==> src/rtl/raiden_pkg.sv <==
// Shared game definitions for the raiden dot-matrix blocks.
// Contents: grid size, 3-bit position type, bullet slot record, last column index.
package raiden_pkg;

   localparam int GRID_DIM = 8;

   typedef logic [2:0] pos_t;

   localparam pos_t MAX_COL = 3'd7;

   typedef struct packed {
      logic valid;
      pos_t row;
      pos_t col;
   } bullet_t;

endpackage

==> src/rtl/enemy_bullet_ctrl_if.sv <==
// Signal bundle between the enemy/player stages and enemy_bullet_ctrl.
// Inputs to the controller: fire_req, enemy_row, enemy_col, player_row, player_col
// Outputs from the controller: bullet_map (64-bit occupancy), player_hit,
//   fire_drop (one-clk pulses) and active_cnt.
// There is no valid/ready handshake: every input is a level that the controller
// samples on a game tick, and every output is a registered level or a one-clk pulse.
// modport master: the side that drives the requests and positions.
// modport slave : the bullet controller.
interface enemy_bullet_ctrl_if;
   import raiden_pkg::*;

   logic        fire_req;
   pos_t        enemy_row;
   pos_t        enemy_col;
   pos_t        player_row;
   pos_t        player_col;
   logic [63:0] bullet_map;
   logic        player_hit;
   logic        fire_drop;
   logic [3:0]  active_cnt;

   modport master (
      output fire_req, enemy_row, enemy_col, player_row, player_col,
      input  bullet_map, player_hit, fire_drop, active_cnt
   );

   modport slave (
      input  fire_req, enemy_row, enemy_col, player_row, player_col,
      output bullet_map, player_hit, fire_drop, active_cnt
   );

endinterface

==> src/rtl/enemy_bullet_ctrl_tick_sync.sv <==
// tick_sync: brings the game-tick clock level into the clk domain and turns
// each rising edge into a registered one-clk tick pulse.
// Ports: clk, rst (synchronous, active-low), div_clk (async level in), tick (out).
// All flops clear to 0, so a div_clk that is high right after reset still
// produces exactly one tick.
module tick_sync (
   input  logic clk,
   input  logic rst,
   input  logic div_clk,
   output logic tick
);

   logic sync1, sync2, sync2_d;

   always_ff @(posedge clk) begin
      if (!rst) begin
         sync1   <= 1'b0;
         sync2   <= 1'b0;
         sync2_d <= 1'b0;
         tick    <= 1'b0;
      end else begin
         sync1   <= div_clk;
         sync2   <= sync1;
         sync2_d <= sync2;
         tick    <= sync2 & ~sync2_d;
      end
   end

endmodule

==> src/rtl/enemy_bullet_ctrl.sv <==
// enemy_bullet_ctrl: spawns enemy bullets into a fixed slot pool, moves them one
// column per game tick, retires them past the last column and (optionally)
// on contact with the player.
// Ports: clk, rst (synchronous, active-low), div_clk (game-tick clock level),
//   bus (enemy_bullet_ctrl_if.slave: fire_req, enemy/player positions in;
//   bullet_map, player_hit, fire_drop, active_cnt out).
// Parameters: NUM_BULLETS (slot count, 1..8), COOLDOWN (ticks between spawns, 0..15).
// Build option: define ENEMY_BULLET_HIT_EN to enable player collision; without
//   it player_hit stays 0 and bullets pass through the player.
module enemy_bullet_ctrl
   import raiden_pkg::*;
#(
   parameter int NUM_BULLETS = 4,
   parameter int COOLDOWN    = 2
) (
   input logic              clk,
   input logic              rst,
   input logic              div_clk,
   enemy_bullet_ctrl_if.slave bus
);

   logic        tick;
   bullet_t     slots_q [NUM_BULLETS];
   bullet_t     slots_n [NUM_BULLETS];
   logic [3:0]  cd_q, cd_n;
   logic [63:0] map_q, map_n;
   logic [3:0]  cnt_q, cnt_n;
   logic        hit_q, hit_n;
   logic        drop_q, drop_n;
   logic        spawn_ok, spawned;

   tick_sync u_tick_sync (
      .clk     (clk),
      .rst     (rst),
      .div_clk (div_clk),
      .tick    (tick)
   );

   // One tick's worth of work, in order: move, spawn, collide, then summarise.
   always_comb begin
      slots_n  = slots_q;
      cd_n     = cd_q;
      hit_n    = 1'b0;
      drop_n   = 1'b0;
      map_n    = '0;
      cnt_n    = '0;
      spawned  = 1'b0;
      spawn_ok = 1'b0;

      for (int i = 0; i < NUM_BULLETS; i++) begin
         if (slots_n[i].valid) begin
            if (slots_n[i].col == MAX_COL) slots_n[i].valid = 1'b0;
            else                           slots_n[i].col   = slots_n[i].col + 3'd1;
         end
      end

      // A spawn from the last column would leave the grid at once, so it is
      // silently ignored rather than reported as a drop.
      spawn_ok = bus.fire_req && (cd_q == 4'd0) && (bus.enemy_col != MAX_COL);
      for (int i = 0; i < NUM_BULLETS; i++) begin
         if (spawn_ok && !spawned && !slots_n[i].valid) begin
            slots_n[i] = '{valid: 1'b1, row: bus.enemy_row, col: bus.enemy_col + 3'd1};
            spawned    = 1'b1;
         end
      end

      if (spawned)             cd_n = 4'(COOLDOWN);
      else if (cd_q != 4'd0)   cd_n = cd_q - 4'd1;
      drop_n = bus.fire_req && (bus.enemy_col != MAX_COL) && !spawned;

`ifdef ENEMY_BULLET_HIT_EN
      for (int i = 0; i < NUM_BULLETS; i++) begin
         if (slots_n[i].valid && slots_n[i].row == bus.player_row &&
             slots_n[i].col == bus.player_col) begin
            slots_n[i].valid = 1'b0;
            hit_n            = 1'b1;
         end
      end
`endif

      for (int i = 0; i < NUM_BULLETS; i++) begin
         if (slots_n[i].valid) begin
            map_n[{slots_n[i].row, slots_n[i].col}] = 1'b1;
            cnt_n = cnt_n + 4'd1;
         end
      end
   end

`ifndef ENEMY_BULLET_HIT_EN
   logic unused_player;
   assign unused_player = ^{bus.player_row, bus.player_col};
`endif

   always_ff @(posedge clk) begin
      if (!rst) begin
         for (int i = 0; i < NUM_BULLETS; i++) slots_q[i] <= '0;
         cd_q   <= '0;
         map_q  <= '0;
         cnt_q  <= '0;
         hit_q  <= 1'b0;
         drop_q <= 1'b0;
      end else if (tick) begin
         slots_q <= slots_n;
         cd_q    <= cd_n;
         map_q   <= map_n;
         cnt_q   <= cnt_n;
         hit_q   <= hit_n;
         drop_q  <= drop_n;
      end else begin
         hit_q  <= 1'b0;
         drop_q <= 1'b0;
      end
   end

   assign bus.bullet_map = map_q;
   assign bus.active_cnt = cnt_q;
   assign bus.player_hit = hit_q;
   assign bus.fire_drop  = drop_q;

endmodule
==> src/flat_wrapper.sv <==
// flat-port wrapper written by rule: the top's interface ports become plain ports
module enemy_bullet_ctrl_flat import raiden_pkg::*;
#(
   parameter int NUM_BULLETS = 4,
   parameter int COOLDOWN    = 2
)
  (clk, rst, div_clk, bus_fire_req, bus_enemy_row, bus_enemy_col, bus_player_row, bus_player_col, bus_bullet_map, bus_player_hit, bus_fire_drop, bus_active_cnt);
  enemy_bullet_ctrl_if bus_i ();
  input logic clk;
  input logic rst;
  input logic div_clk;
  input wire logic [$bits(bus_i.fire_req)-1:0] bus_fire_req;
  input wire logic [$bits(bus_i.enemy_row)-1:0] bus_enemy_row;
  input wire logic [$bits(bus_i.enemy_col)-1:0] bus_enemy_col;
  input wire logic [$bits(bus_i.player_row)-1:0] bus_player_row;
  input wire logic [$bits(bus_i.player_col)-1:0] bus_player_col;
  output wire logic [$bits(bus_i.bullet_map)-1:0] bus_bullet_map;
  output wire logic [$bits(bus_i.player_hit)-1:0] bus_player_hit;
  output wire logic [$bits(bus_i.fire_drop)-1:0] bus_fire_drop;
  output wire logic [$bits(bus_i.active_cnt)-1:0] bus_active_cnt;
  assign bus_i.fire_req = bus_fire_req;
  assign bus_i.enemy_row = bus_enemy_row;
  assign bus_i.enemy_col = bus_enemy_col;
  assign bus_i.player_row = bus_player_row;
  assign bus_i.player_col = bus_player_col;
  assign bus_bullet_map = bus_i.bullet_map;
  assign bus_player_hit = bus_i.player_hit;
  assign bus_fire_drop = bus_i.fire_drop;
  assign bus_active_cnt = bus_i.active_cnt;
  enemy_bullet_ctrl #(.NUM_BULLETS(NUM_BULLETS), .COOLDOWN(COOLDOWN)) u_core (.clk(clk), .rst(rst), .div_clk(div_clk), .bus(bus_i));
endmodule
==> config.mk <==
export PLATFORM = sky130hd
export DESIGN_NAME = enemy_bullet_ctrl_flat
export DESIGN_NICKNAME = d
export VERILOG_FILES = /design/src/rtl/raiden_pkg.sv /design/src/rtl/enemy_bullet_ctrl_if.sv /design/src/rtl/enemy_bullet_ctrl_tick_sync.sv /design/src/rtl/enemy_bullet_ctrl.sv /design/src/flat_wrapper.sv
export SDC_FILE = /design/constraint.sdc
export NUM_CORES = 1
export LEC_CHECK = 0
export CORE_ASPECT_RATIO = 1.5
export CORE_MARGIN = 5
export CORE_UTILIZATION = 35
export CTS_CLUSTER_DIAMETER = 50
export DETAILED_ROUTE_END_ITERATION = 6
export PLACE_DENSITY = 0.56
export SLEW_MARGIN = 20
export SYNTH_ARGS = -nofsm -noshare
export SYNTH_HDL_FRONTEND = slang
export SYNTH_SLANG_ARGS = --single-unit
==> constraint.sdc <==
create_clock -name clk -period 3.8 [get_ports clk]
set_clock_uncertainty 0.05 [all_clocks]
set_input_delay 0.95 -clock clk [delete_from_list [all_inputs] [get_ports clk]]
set_output_delay 0.95 -clock clk [all_outputs]
set_load 0.005 [all_outputs]
# ---- Yosys cells after proc, flatten, opt, wreduce, memory -nomap -nowiden
# Cells that the tools add are included.
# W data, S select, Z words.
dict set report totals {
  regBits 105
  latch_bits 0
  mem_bits_rw 0
  mem_bits_ro 0
  in_bits 16
  output_inout_bits 70
  memories 0
}
dict set report op_classes {
  addsub 9
  n_mul 0
  div_mod_pow 0
  order_cmp 8
  n_eq_ne 5
  n_shift 0
  mux 42
  bitwise 5
  n_reduce_logical 28
}
# op n
set ops {}
lappend ops {{$mux W64} 4}
lappend ops {{$or A64 B64 Y64} 3}
lappend ops {{$lt A6 B7 Y1 const B} 4}
lappend ops {{$mux W7} 4}
lappend ops {{$demux W1 S6} 4}
lappend ops {{$ge A6 B1 Y1 const B} 4}
lappend ops {{$mux W3} 8}
lappend ops {{$mux W4} 5}
lappend ops {{$mux W1} 17}
lappend ops {{$add A3 B1 Y3 const B} 5}
lappend ops {{$logic_and A1 B1 Y1} 15}
lappend ops {{$eq A3 B3 Y1 const B} 4}
lappend ops {{$add A4 B1 Y4 const B} 2}
lappend ops {{$logic_not A1 Y1} 8}
lappend ops {{$logic_not A4 Y1} 1}
lappend ops {{$reduce_and A2 Y1} 2}
lappend ops {{$reduce_bool A4 Y1} 1}
lappend ops {{$sub A4 B1 Y4 const B} 1}
lappend ops {{$ne A3 B3 Y1 const B} 1}
lappend ops {{$add A1 B1 Y2 const B} 1}
lappend ops {{$reduce_bool A2 Y1} 1}
lappend ops {{$and A1 B1 Y1} 1}
lappend ops {{$not A1 Y1} 1}

# ---- Logic depth before layout (Yosys ltp)
# Gate-level depths: netlist of the first run.
dict set report logic_depth {
  depth_word 24
  depth_mapped 15
  ltp_nobuf 13
}

# ---- By module
# From an unflattened synthesis of the first run, not the netlist that was laid out.
dict set report unflattened {
  cells_unflattened 892
  hier_area_um2 6866.6
}
# mod n_inst cells_each area_each_um2 seq_area_each_um2
set modules_own_cells {}
lappend modules_own_cells {enemy_bullet_ctrl 1 884 6755.2 2021.9}
lappend modules_own_cells {tick_sync 1 8 111.4 80.1}

# ---- Worst setup path after synthesis of the first run
# OpenSTA, ideal clock, no wires.
dict set report synth_timing {
  path_kind {input to register}
  startpoint {input bus_enemy_col[0]}
  endpoint {register u_core.map_q[24] (netlist: u_core.bus.bullet_map[24])}
  arrival_ns 3.313
  required_time_ns 3.632
  setup_slack_ns 0.319
  path_stages 10
  path_cell_list {ha_1 > ha_1 > or2b_2 > buf_2 > nor3_1 > mux2i_1 > and3b_1 > a221o_1 > a221oi_2 > nor2_1}
}
dict set report synth_between {
  elab_chain_len 22
  elab_cells_between_ends 47
}
# element line
set synth_lines {}
lappend synth_lines {{start: declaration} flat_wrapper.sv:14} ;# input wire logic [$bits(bus_i.enemy_col)-1:0] bus_enemy_col;
lappend synth_lines {{$ne A3 B3 Y1} enemy_bullet_ctrl.sv:59} ;# spawn_ok = bus.fire_req && (cd_q == 4'd0) && (bus.enemy_col != MAX_COL);
lappend synth_lines {{$logic_and A1 B1 Y1} enemy_bullet_ctrl.sv:59}
lappend synth_lines {{$logic_and A1 B1 Y1} enemy_bullet_ctrl.sv:61} ;# if (spawn_ok && !spawned && !slots_n[i].valid) begin
lappend synth_lines {{$mux W1} enemy_bullet_ctrl.sv:61}
lappend synth_lines {{$logic_not A1 Y1} enemy_bullet_ctrl.sv:61}
lappend synth_lines {{$logic_and A1 B1 Y1 (2 in series)} enemy_bullet_ctrl.sv:61}
lappend synth_lines {{$mux W1} enemy_bullet_ctrl.sv:61}
lappend synth_lines {{$logic_not A1 Y1} enemy_bullet_ctrl.sv:61}
lappend synth_lines {{[... 4 more ...]} n/a}
lappend synth_lines {{$logic_and A1 B1 Y1 (2 in series)} enemy_bullet_ctrl.sv:61}
lappend synth_lines {{$mux W7} enemy_bullet_ctrl.sv:61}
lappend synth_lines {{$lt A6 B7 Y1 (implied by the code) / $ge A6 B1 Y1 (equally long branches)} enemy_bullet_ctrl.sv:83} ;# map_n[{slots_n[i].row, slots_n[i].col}] = 1'b1;
lappend synth_lines {{$logic_and A1 B1 Y1 (implied by the code)} enemy_bullet_ctrl.sv:83}
lappend synth_lines {{$mux W1 (implied by the code)} enemy_bullet_ctrl.sv:83}
lappend synth_lines {{$demux W1 S6} n/a}
lappend synth_lines {{$or A64 B64 Y64 (no source line)} n/a}
lappend synth_lines {{$mux W64 *} enemy_bullet_ctrl.sv:82} ;# if (slots_n[i].valid) begin
lappend synth_lines {{end signal: assignment} enemy_bullet_ctrl.sv:105} ;# map_q <= map_n;
lappend synth_lines {{end: declaration} enemy_bullet_ctrl.sv:26} ;# logic [63:0] map_q, map_n;
# Every way passes the cells marked *; elsewhere a longest branch is shown, timed or not.
# A chain may end at the register's enable or synchronous reset.

# ---- Worst setup path after layout of the first run
dict set report layout_timing {
  startpoint {input bus_enemy_col[0]}
  endpoint {register u_core.map_q[22] (netlist: u_core.bus.bullet_map[22])}
}
# The elaborated chain is that of the path after synthesis.

==> run_results.csv, run 1 <==
group,metric,value,unit
die,boundaryPins,86,
global_routing,grt_pass1_wl,47910,um
clock_tree,clock_latency,0.38,ns
critical_path,endpoint_kind,"flop",
clock_tree,cts_hold_buf,0,
critical_path,cp.arrival,3.91,ns
power,power.density,261.3,mW/mm2
sta,max_freq,273.4,MHz
die,die-area,0.02353,mm2
synth,synth_edf_count,0,
synth,async_reset_ff_frac,0,
die,rows,64,
critical_path,cp-start-kind,"input pin",
synth,synth.net_count,964,
power,irDropWorstVdd,0.1962,mV
synth,synth_warnings,0,
finish,n_antenna_cell,0,
die,die_width,126.9,um
synth,postSynthCellCount,937,
synth,yosysSeqAreaShare,0.2929,
die,die_h,185.4,um
routing,ant_nets,0,
global_routing,overflow,0,
critical_path,crit_required,4.05,ns
finish,fillerInstances,2051,
global_routing,first_global_vias,8177,
clock_tree,cts.sinks,105,
finish,seqCellArea,0.002106,mm2
outcome,status,"completed",
routing,drtIter0Drc,859,
sta,slew_violations,0,
hold_path,hold_path.class,"reg -> reg",
hold_path,worst_hold_path.endpoint,"u_core.u_tick_sync.tick",
routing,wl_per_cell,22.31,um
synth,synth.top_cell.area_share,0.2929,
critical_path,r2r_start,"u_core.slots_q[21]",
sta,timing.final.hold_violations,0,
finish,area.growth.synth_to_final,37.17,%
clock_tree,clk_path_buf_depth,2,
global_routing,grt_max_degree,58,
clock_tree,clkTransAtPathRegs,0.07,ns
sta,setup_ws,0.1430,ns
clock_tree,cts_tree,"done",
die,initial_utilization,0.3529,
synth,yosysTopAreaCell,"dfxtp_1",
routing,viasPerCell,6.018,
place,dp_hpwl,24610,um
synth,syn_area,0.007177,mm2
place,portBuffers,78,
finish,nets,1179,
hold_path,hold_path_depth,1,
critical_path,crit_type,"in -> reg",
routing,firstDrtPassIters,6,
clock_tree,root_buffer,"clkbuf_16",
die,core_area,0.02034,mm2
sta,worst_pin_slew,1.014,ns
synth,synth_cell_type_count,94,
finish,drive_above_1_share,0.2334,
critical_path,r2r_end,"u_core.bus.bullet_map[14]",
routing,drt-total-wl,31700,um
routing,drc,0,
critical_path,rrSetupSlack,0.48,ns
place,post-place-ws,-0.5473,ns
sta,whs,0.3272,ns
synth,synth_top_flop_cell,"dfxtp_1",
global_routing,antenna_found_initial,0,
finish,multi_input_area,0.004765,mm2
critical_path,cp_max_fo,4,
power,power.total,2.572,mW
clock_tree,cts-buffers-inserted,9,
global_routing,grt.total_usage,0.2664,
power,power_leakage,3.743,nW
run,maxCapViolCount,0,
synth,synth-seq-cells,105,
sta,rsz0062_at_grt,"no",
hold_path,hp-start,"u_core.u_tick_sync.sync2_d",
clock_tree,h-tree-depth,3,
sta,finalCritPeriodShare,0.9624,
sta,setup_viol,0,
sta,slew_headroom,0.3233,
sta,fin_crit,3.657,ns
synth,yosys-top-cells-area,"dfxtp_1 (29%), a221oi_1 (5.9%), o21ai_0 (5.8%), nor2_1 (5.2%), a21oi_1 (5.0%)",
critical_path,ff2ff_path_depth,11,
clock_tree,post_cts_buffers,0,
place,gp_congestion,0.9890,
synth,avgSynthCellArea,7.659,um2
routing,vias,8551,
-- critical path, cell delays in order --
cell and delay, ns:
clkdlybuf4s50_1 0.42, ha_1 0.21, ha_1 0.21, and2b_1 0.25, nand2_1 0.13, buf_4 0.19
o41ai_1 0.31, buf_4 0.19, nor3b_1 0.45, buf_4 0.21, a221oi_1 0.07, buf_4 0.21
a21oi_1 0.11
-- how the worst max path moves through the flow --
| stage | startpoint | endpoint |
|---|---|---|
| CTS | bus_enemy_col[0] | u_core.bus.bullet_map[16] |
| global route | bus_enemy_col[0] | u_core.bus.bullet_map[22] |
| floorplan | bus_enemy_col[0] | u_core.bus.bullet_map[24] |
| detailed placement | bus_enemy_col[0] | u_core.bus.bullet_map[16] |
| finish | bus_enemy_col[0] | u_core.bus.bullet_map[22] |
| global placement | bus_enemy_col[0] | u_core.bus.bullet_map[16] |
-- through the flow --
step                      instances  cell area (um2)    util  TNS [ns]
after detailed placement       1405             9513  0.4677    -12.09
after floorplan                 937             7177       -         0
after global routing           1421             9844  0.4840         0
final                          1421             9844  0.4840         0
after CTS                      1421             9806  0.4821         0
after global placement         1405             9513  0.4677    -10.31
-- per-layer routing --
layer	vias up	global-route usage	share of wire
li1	3997	-	-
met1	4010	0.3018	0.38
met2	414	0.4618	0.49
met3	130	0.03087	0.054
met4	0	0.1898	0.079
met5	-	0	0
-- area by class of cell --
cell class | instances | area share
Tap cell | 264 | 0.03355
Clock buffer | 14 | 0.02783
Inverter | 14 | 0.005338
Timing Repair Buffer | 275 | 0.2341
Multi-Input combinational cell | 747 | 0.4840
Sequential cell | 105 | 0.2139
Clock inverter | 2 | 0.001271
-- power by group --
part           switching [mW]  internal [mW]
sequential             0.0215           1.13
combinational           0.258          0.215
clock                   0.451          0.499
total                   0.730           1.84
-- synth_stat cells, drive strengths merged (7+ instances only) --
cell    instances
dfxtp         105
nor2          104
o21ai          97
nand2          90
a21oi          72
clkbuf         53
a221oi         49
a22oi          34
nand3          27
a31oi          26
nor3           25
buf            18
inv            14
mux2i          14
nor2b          13
and2           12
ha             11
nand4          10
o31ai           9
nand2b          8
nor3b           8
a221o           7
nand3b          7
o21a            7
o41ai           7
-- flip-flops by register name (all words and copies together), names as in the netlist --
signal and cells:
u_core.bus.active_cnt 4, u_core.bus.bullet_map 64, u_core.bus.fire_drop 1, u_core.cd_q 4
u_core.slots_q 28, u_core.u_tick_sync.sync1 1, u_core.u_tick_sync.sync2 1, u_core.u_tick_sync.sync2_d 1
u_core.u_tick_sync.tick 1
-- cells in the final DEF, fill, tap and decap left out, types with 13 or more instances in the layout --
cell type / n
buf_4: 193
dfxtp_1: 104
nor2_1: 99
nand2_1: 89
o21ai_0: 83
clkdlybuf4s50_1: 77
a21oi_1: 72
a221oi_1: 46
a22oi_1: 34
nand3_1: 27
a31oi_1: 25
nor3_1: 18
inv_1: 13
mux2i_1: 13
-- cells by family (layout without fill, tap and decap cells) --
group / after synthesis / after routing / synth area share
muxes: 18 / 18 / 0.02685
xor gates and xnor gates: 5 / 5 / 0.006103
other: 1 / 1 / 0.0005225
adders and majority gates: 11 / 11 / 0.01918
DFF: 105 / 105 / 0.2929
and+or+nand+nor: 342 / 342 / 0.2477
buffers and inverters: 85 / 305 / 0.04951
AOI/OAI and AO/OA: 370 / 370 / 0.3572
-- timing repair --
action | CTS | global route
resized for setup | 1 | 7
setup endpoints to repair | 1 | 27
cloned | 0 | 0
Note: power is estimated with default switching activity, not from simulation.
==> run 2, diff against run 1 <==
--- a/config.mk
+++ b/config.mk
@@ -10,7 +10,7 @@
 export CORE_UTILIZATION = 35
 export CTS_CLUSTER_DIAMETER = 50
 export DETAILED_ROUTE_END_ITERATION = 6
-export PLACE_DENSITY = 0.56
+export PLACE_DENSITY_LB_ADDON = 0.08
 export SLEW_MARGIN = 20
 export SYNTH_ARGS = -nofsm -noshare
 export SYNTH_HDL_FRONTEND = slang
==> run 2 against run 1 <==
Global-route usage hardly changed. Via count down 1.3%. Cell area decreased by 0.65%. Clock power is 5.5% lower. Non-clock buffer count shrank 6. Sequential power is essentially flat. Critical endpoint is now u_core.bus.bullet_map[34]. Largest power group unchanged.
==> run_results.csv, run 2 (same netlist as run 1, synthesis figures left out) <==
group,metric,value,unit
hold_path,hold_path.class,"reg -> reg",
sta,slew_violations,0,
routing,firstDrtPassIters,6,
critical_path,crit_required,3.99,ns
hold_path,worst_hold_path.endpoint,"u_core.u_tick_sync.tick",
finish,final_cells,1415,
critical_path,cp.arrival,3.83,ns
run,maxCapViolCount,0,
clock_tree,clock_latency,0.37,ns
hold_path,hp-start,"u_core.u_tick_sync.sync2_d",
sta,slew_headroom,0.4446,
sta,fin_crit,3.640,ns
place,portBuffers,78,
clock_tree,cts.sinks,105,
critical_path,crit_type,"in -> reg",
clock_tree,h-tree-depth,3,
sta,max_freq,274.7,MHz
global_routing,met3_usage,0.03549,
finish,n_antenna_cell,0,
sta,rsz0062_at_grt,"no",
sta,finalSetupTns,0,ns
critical_path,ff2ff_path_depth,8,
routing,viasPerCell,5.966,
clock_tree,clkTransAtPathRegs,0.07,ns
finish,drive_above_1_share,0.2268,
outcome,status,"completed",
global_routing,antenna_found_initial,0,
global_routing,grtUsageMet1,0.3128,
finish,largest_reg_flops,64,
die,rows,64,
die,die_width,126.9,um
power,power_leakage,3.687,nW
routing,drc,0,
critical_path,endpoint_kind,"flop",
finish,seqCellArea,0.002106,mm2
routing,ant_nets,0,
sta,setup_viol,0,
finish,fillerInstances,2104,
finish,nets,1173,
global_routing,grt_use_met2,0.4635,
sta,worst_pin_slew,0.8319,ns
critical_path,cp-start-kind,"input pin",
place,placed_cells,1399,
clock_tree,root_buffer,"clkbuf_16",
sta,timing.final.hold_violations,0,
hold_path,hold_path_depth,1,
die,initial_utilization,0.3529,
critical_path,rrSetupSlack,0.66,ns
power,irDropWorstVdd,0.1976,mV
critical_path,cp_max_fo,7,
sta,finalCritPeriodShare,0.9578,
critical_path,r2r_end,"u_core.bus.bullet_map[34]",
global_routing,grt_pass1_wl,47980,um
place,gp_congestion,0.9659,
clock_tree,cts_tree,"done",
clock_tree,cts-buffers-inserted,9,
power,power.total,2.526,mW
global_routing,first_global_vias,8024,
global_routing,grt_most_used_layer,"met2",
finish,multi_input_area,0.004731,mm2
global_routing,grt.total_usage,0.2668,
finish,final_common_cell,"buf_4",
die,die-area,0.02353,mm2
routing,wl_per_cell,22.45,um
critical_path,r2r_start,"u_core.slots_q[14]",
die,core_area,0.02034,mm2
die,boundaryPins,86,
routing,vias,8442,
global_routing,overflow,0,
place,dp_hpwl,24650,um
routing,drt-total-wl,31770,um
power,power.density,258.3,mW/mm2
finish,final_cell_mix,"buf_4 (184), dfxtp_1 (104), nor2_1 (98), nand2_1 (89), o21ai_0 (83)",
clock_tree,cts_hold_buf,0,
global_routing,grt_max_degree,56,
routing,drtIter0Drc,877,
finish,area.growth.synth_to_final,36.28,%
die,die_h,185.4,um
clock_tree,clk_path_buf_depth,2,
-- run 2: changes by cell type in the layout (fill, tap and decap cells not counted), sizes merged --
cell	delta
buf	-6
clkbuf	-3
inv	+1
clkinv	+2
-- run 2: stage by stage --
stage	util	cell area [um2]	worst slack, ns	hold slack (ns)
3_5_place_dp	0.4673	9505	-0.4445	0.3137
5_1_grt	0.4809	9781	0.01811	0.3387
6_report	0.4809	9781	0.1602	0.3225
2_1_floorplan	-	7177	0.3185	0.3174
3_3_place_gp	0.4673	9505	-0.4469	0.3169
4_1_cts	0.4806	9776	0.08949	0.3244
-- run 2: layer usage --
metal  vias to the layer above  routed length (um)
met3                       102                1715
met4                         0                1911
li1                       3989                   -
met5                         -                   0
met1                      3975               12530
met2                       376               15620
-- run 2: worst max path at each step --
stage / startpoint / to / cells after the start
floorplan: bus_enemy_col[0] / u_core.bus.bullet_map[24] / 10
global route: bus_enemy_col[0] / u_core.bus.bullet_map[34] / 12
finish: bus_enemy_col[0] / u_core.bus.bullet_map[34] / 10
CTS: bus_enemy_col[0] / u_core.bus.bullet_map[13] / 11
global placement: bus_enemy_col[0] / u_core.bus.bullet_map[13] / 12
detailed placement: bus_enemy_col[0] / u_core.bus.bullet_map[13] / 12
-- run 2: report_power, final --
part           internal [mW]  leakage (nW)  switching [mW]
Sequential              1.13         0.852          0.0231
Combinational          0.219          2.71           0.258
Clock                  0.445         0.130           0.453
-- run 2: cell type report --
class / instances / area share
clock buffer: 11 / 0.02379
sequential: 105 / 0.2153
tap: 264 / 0.03377
inverter: 14 / 0.005373
multi-input combinational: 747 / 0.4837
timing repair buffer: 269 / 0.2349
clock inverter: 5 / 0.003198
-- run 2: critical path, stage by stage --
cell             delay, ns
clkdlybuf4s50_1       0.42
ha_1                  0.20
ha_1                  0.21
and2b_1               0.28
nand4_1               0.16
mux2_2                0.36
nor2_1                0.35
nor2_1                0.25
a221oi_1              0.51
a21oi_1               0.12
-- run 2: what timing repair did --
| action | CTS | global route |
|---|---|---|
| gates resized for setup | 1 | 3 |
| setup endpoints to repair | 1 | 14 |
| buffers inserted | 0 | 0 |
==> run 3, diff against run 2 <==
==> constraint.sdc (replaced) <==
create_clock -name clk -period 3.1 [get_ports clk]
set_clock_uncertainty 0.05 [all_clocks]
set_input_delay 0.775 -clock clk [delete_from_list [all_inputs] [get_ports clk]]
set_output_delay 0.775 -clock clk [all_outputs]
set_load 0.005 [all_outputs]
==> run 3 against run 2 <==
First-iteration DRC count down 6.5%. Combinational power up 34%. Sequential cell count unchanged. Clock-buffer cell count did not move. Global-route usage grew 2.0 points. Clock power is 36% higher. Power is 29% higher. Core utilization grew 3.8 points. Cell area is 7.8% higher. Non-clock buffer count rose by 58. Setup slack worse by 0.13 ns. Via count increased by 3.2%. Largest power group unchanged.
==> run_results.csv, run 3 (same netlist as run 1, synthesis figures left out) <==
group,metric,value,unit
routing,drtIter0Drc,820,
routing,wl_per_cell,22.89,um
critical_path,crit_buf_inv,5,
run,maxCapViolCount,0,
finish,n_antenna_cell,0,
sta,setup_ws,0.02879,ns
global_routing,grt_max_degree,82,
sta,rsz0062_at_grt,"yes",
place,dp_hpwl,26710,um
clock_tree,cts_hold_buf,0,
sta,worst_pin_slew,0.9402,ns
critical_path,crit_required,3.27,ns
routing,firstDrtPassIters,5,
clock_tree,clock_latency,0.37,ns
finish,largest_reg_flops,64,
finish,drive_above_1_share,0.3000,
routing,ant_nets,0,
power,irDropWorstVdd,0.2467,mV
clock_tree,h-tree-depth,3,
die,core_area,0.02034,mm2
clock_tree,cts-buffers-inserted,9,
sta,slew_violations,0,
sta,timing.final.hold_violations,0,
sta,max_freq,325.6,MHz
place,gp_congestion,1.035,
finish,area.growth.synth_to_final,46.97,%
critical_path,crit_type,"in -> reg",
die,die-area,0.02353,mm2
finish,final_cell_mix,"buf_4 (238), dfxtp_1 (104), nor2_1 (91), nand2_1 (89), o21ai_0 (82)",
sta,finalSetupTns,0,ns
critical_path,cp-start-kind,"input pin",
routing,viasPerCell,5.911,
clock_tree,cts.sinks,105,
clock_tree,cts_tree,"done",
power,power_leakage,4.068,nW
hold_path,hold_path.class,"reg -> reg",
routing,drc,0,
global_routing,grt_pass1_wl,51550,um
die,die_h,185.4,um
critical_path,slowest_stage,"a221oi_1",
place,post-place-ws,-0.9347,ns
clock_tree,clkTransAtPathRegs,0.07,ns
sta,finalCritPeriodShare,0.9907,
die,die_width,126.9,um
critical_path,endpoint_kind,"flop",
global_routing,overflow,0,
critical_path,crit_family,"buffers and inverters",
global_routing,antenna_found_initial,0,
die,boundaryPins,86,
die,initial_utilization,0.3529,
critical_path,slowest_delay,0.41,ns
critical_path,cp_max_fo,5,
finish,nets,1232,
finish,final_cells,1474,
clock_tree,clk_path_buf_depth,2,
place,placed_cells,1449,
sta,fin_crit,3.071,ns
global_routing,first_global_vias,8770,
routing,vias,8713,
power,power.density,310.1,mW/mm2
hold_path,hp-start,"u_core.u_tick_sync.sync2_d",
place,portBuffers,78,
global_routing,grt.total_usage,0.2869,
finish,final_common_cell,"buf_4",
die,rows,64,
routing,drt-total-wl,33740,um
critical_path,crit_chain,"clkdlybuf4s15_1 > ha_2 > ha_4 > or2b_4 > buf_6 > nor3_4 > mux2i_4 > buf_6 > buf_4 > nand2_1 > nor2_2 > buf_4 > a221oi_1 > a31oi_1",
critical_path,cp.arrival,3.24,ns
finish,fillerInstances,2062,
sta,setup_viol,0,
sta,slew_headroom,0.3663,
outcome,status,"completed",
critical_path,critPathLaunch,"bus_enemy_col[0]",
critical_path,r2r_start,"u_core.slots_q[22]",
clock_tree,root_buffer,"clkbuf_16",
sta,whs,0.3298,ns
## run 3: cell count changes in the layout (fill, tap and decap cells not counted), sizes merged
cell / previous run / this run
buf: 192 / 250
bufinv: 0 / 1
clkdlybuf4s15: 0 / 2
clkdlybuf4s50: 77 / 74
clkinv: 3 / 2
dlygate4sd2: 0 / 1
or2b: 1 / 2
## run 3: final timing paths
kind | depth (start not counted) | slack [ns] | endpoint
worst min-delay path | 1 | 0.33 | u_core.u_tick_sync.tick
worst max-delay path | 14 | 0.03 | u_core.bus.bullet_map[9]
worst min register to register | 1 | 0.33 | u_core.u_tick_sync.tick
worst max register to register | 12 | 0.11 | u_core.bus.bullet_map[22]
## run 3: timing repair
item | CTS | global route
cloned | 1 | 0
resized for setup | 35 | 26
setup buffers | 6 | 5
setup endpoints to repair | 67 | 41
pin swaps | 13 | 12
## run 3: power by group
part	switching [mW]	internal, mW
combinational	0.341	0.298
sequential	0.0268	1.38
clock	0.568	0.655
## run 3: metal layers
| metal | vias up | GRT usage | wire length (um) |
|---|---|---|---|
| met5 | - | 0 | 0 |
| met4 | 0 | 0.1851 | 2145 |
| met3 | 118 | 0.03231 | 1442 |
| met2 | 312 | 0.5131 | 17240 |
| met1 | 4182 | 0.3202 | 12910 |
| li1 | 4101 | - | - |
## run 3: through the flow
step                cell area (um2)  utilization  power, mW
global route                  10550       0.5186      3.395
CTS                           10390       0.5106      3.283
global placement               9907       0.4871      2.035
detailed placement             9907       0.4871      2.036
floorplan                      7212            -      1.709
finish                        10550       0.5186      3.271
## run 3: area by class of cell
cell class | instances | area [um2] | area share
clock buffers | 11 | 242.7 | 0.02301
repair buffers | 327 | 2746 | 0.2604
inverters | 14 | 52.55 | 0.004982
multi-input cells | 748 | 5006 | 0.4746
well taps | 264 | 330.3 | 0.03132
flip-flops and latches | 105 | 2106 | 0.1996
clock inverters | 5 | 63.81 | 0.006050
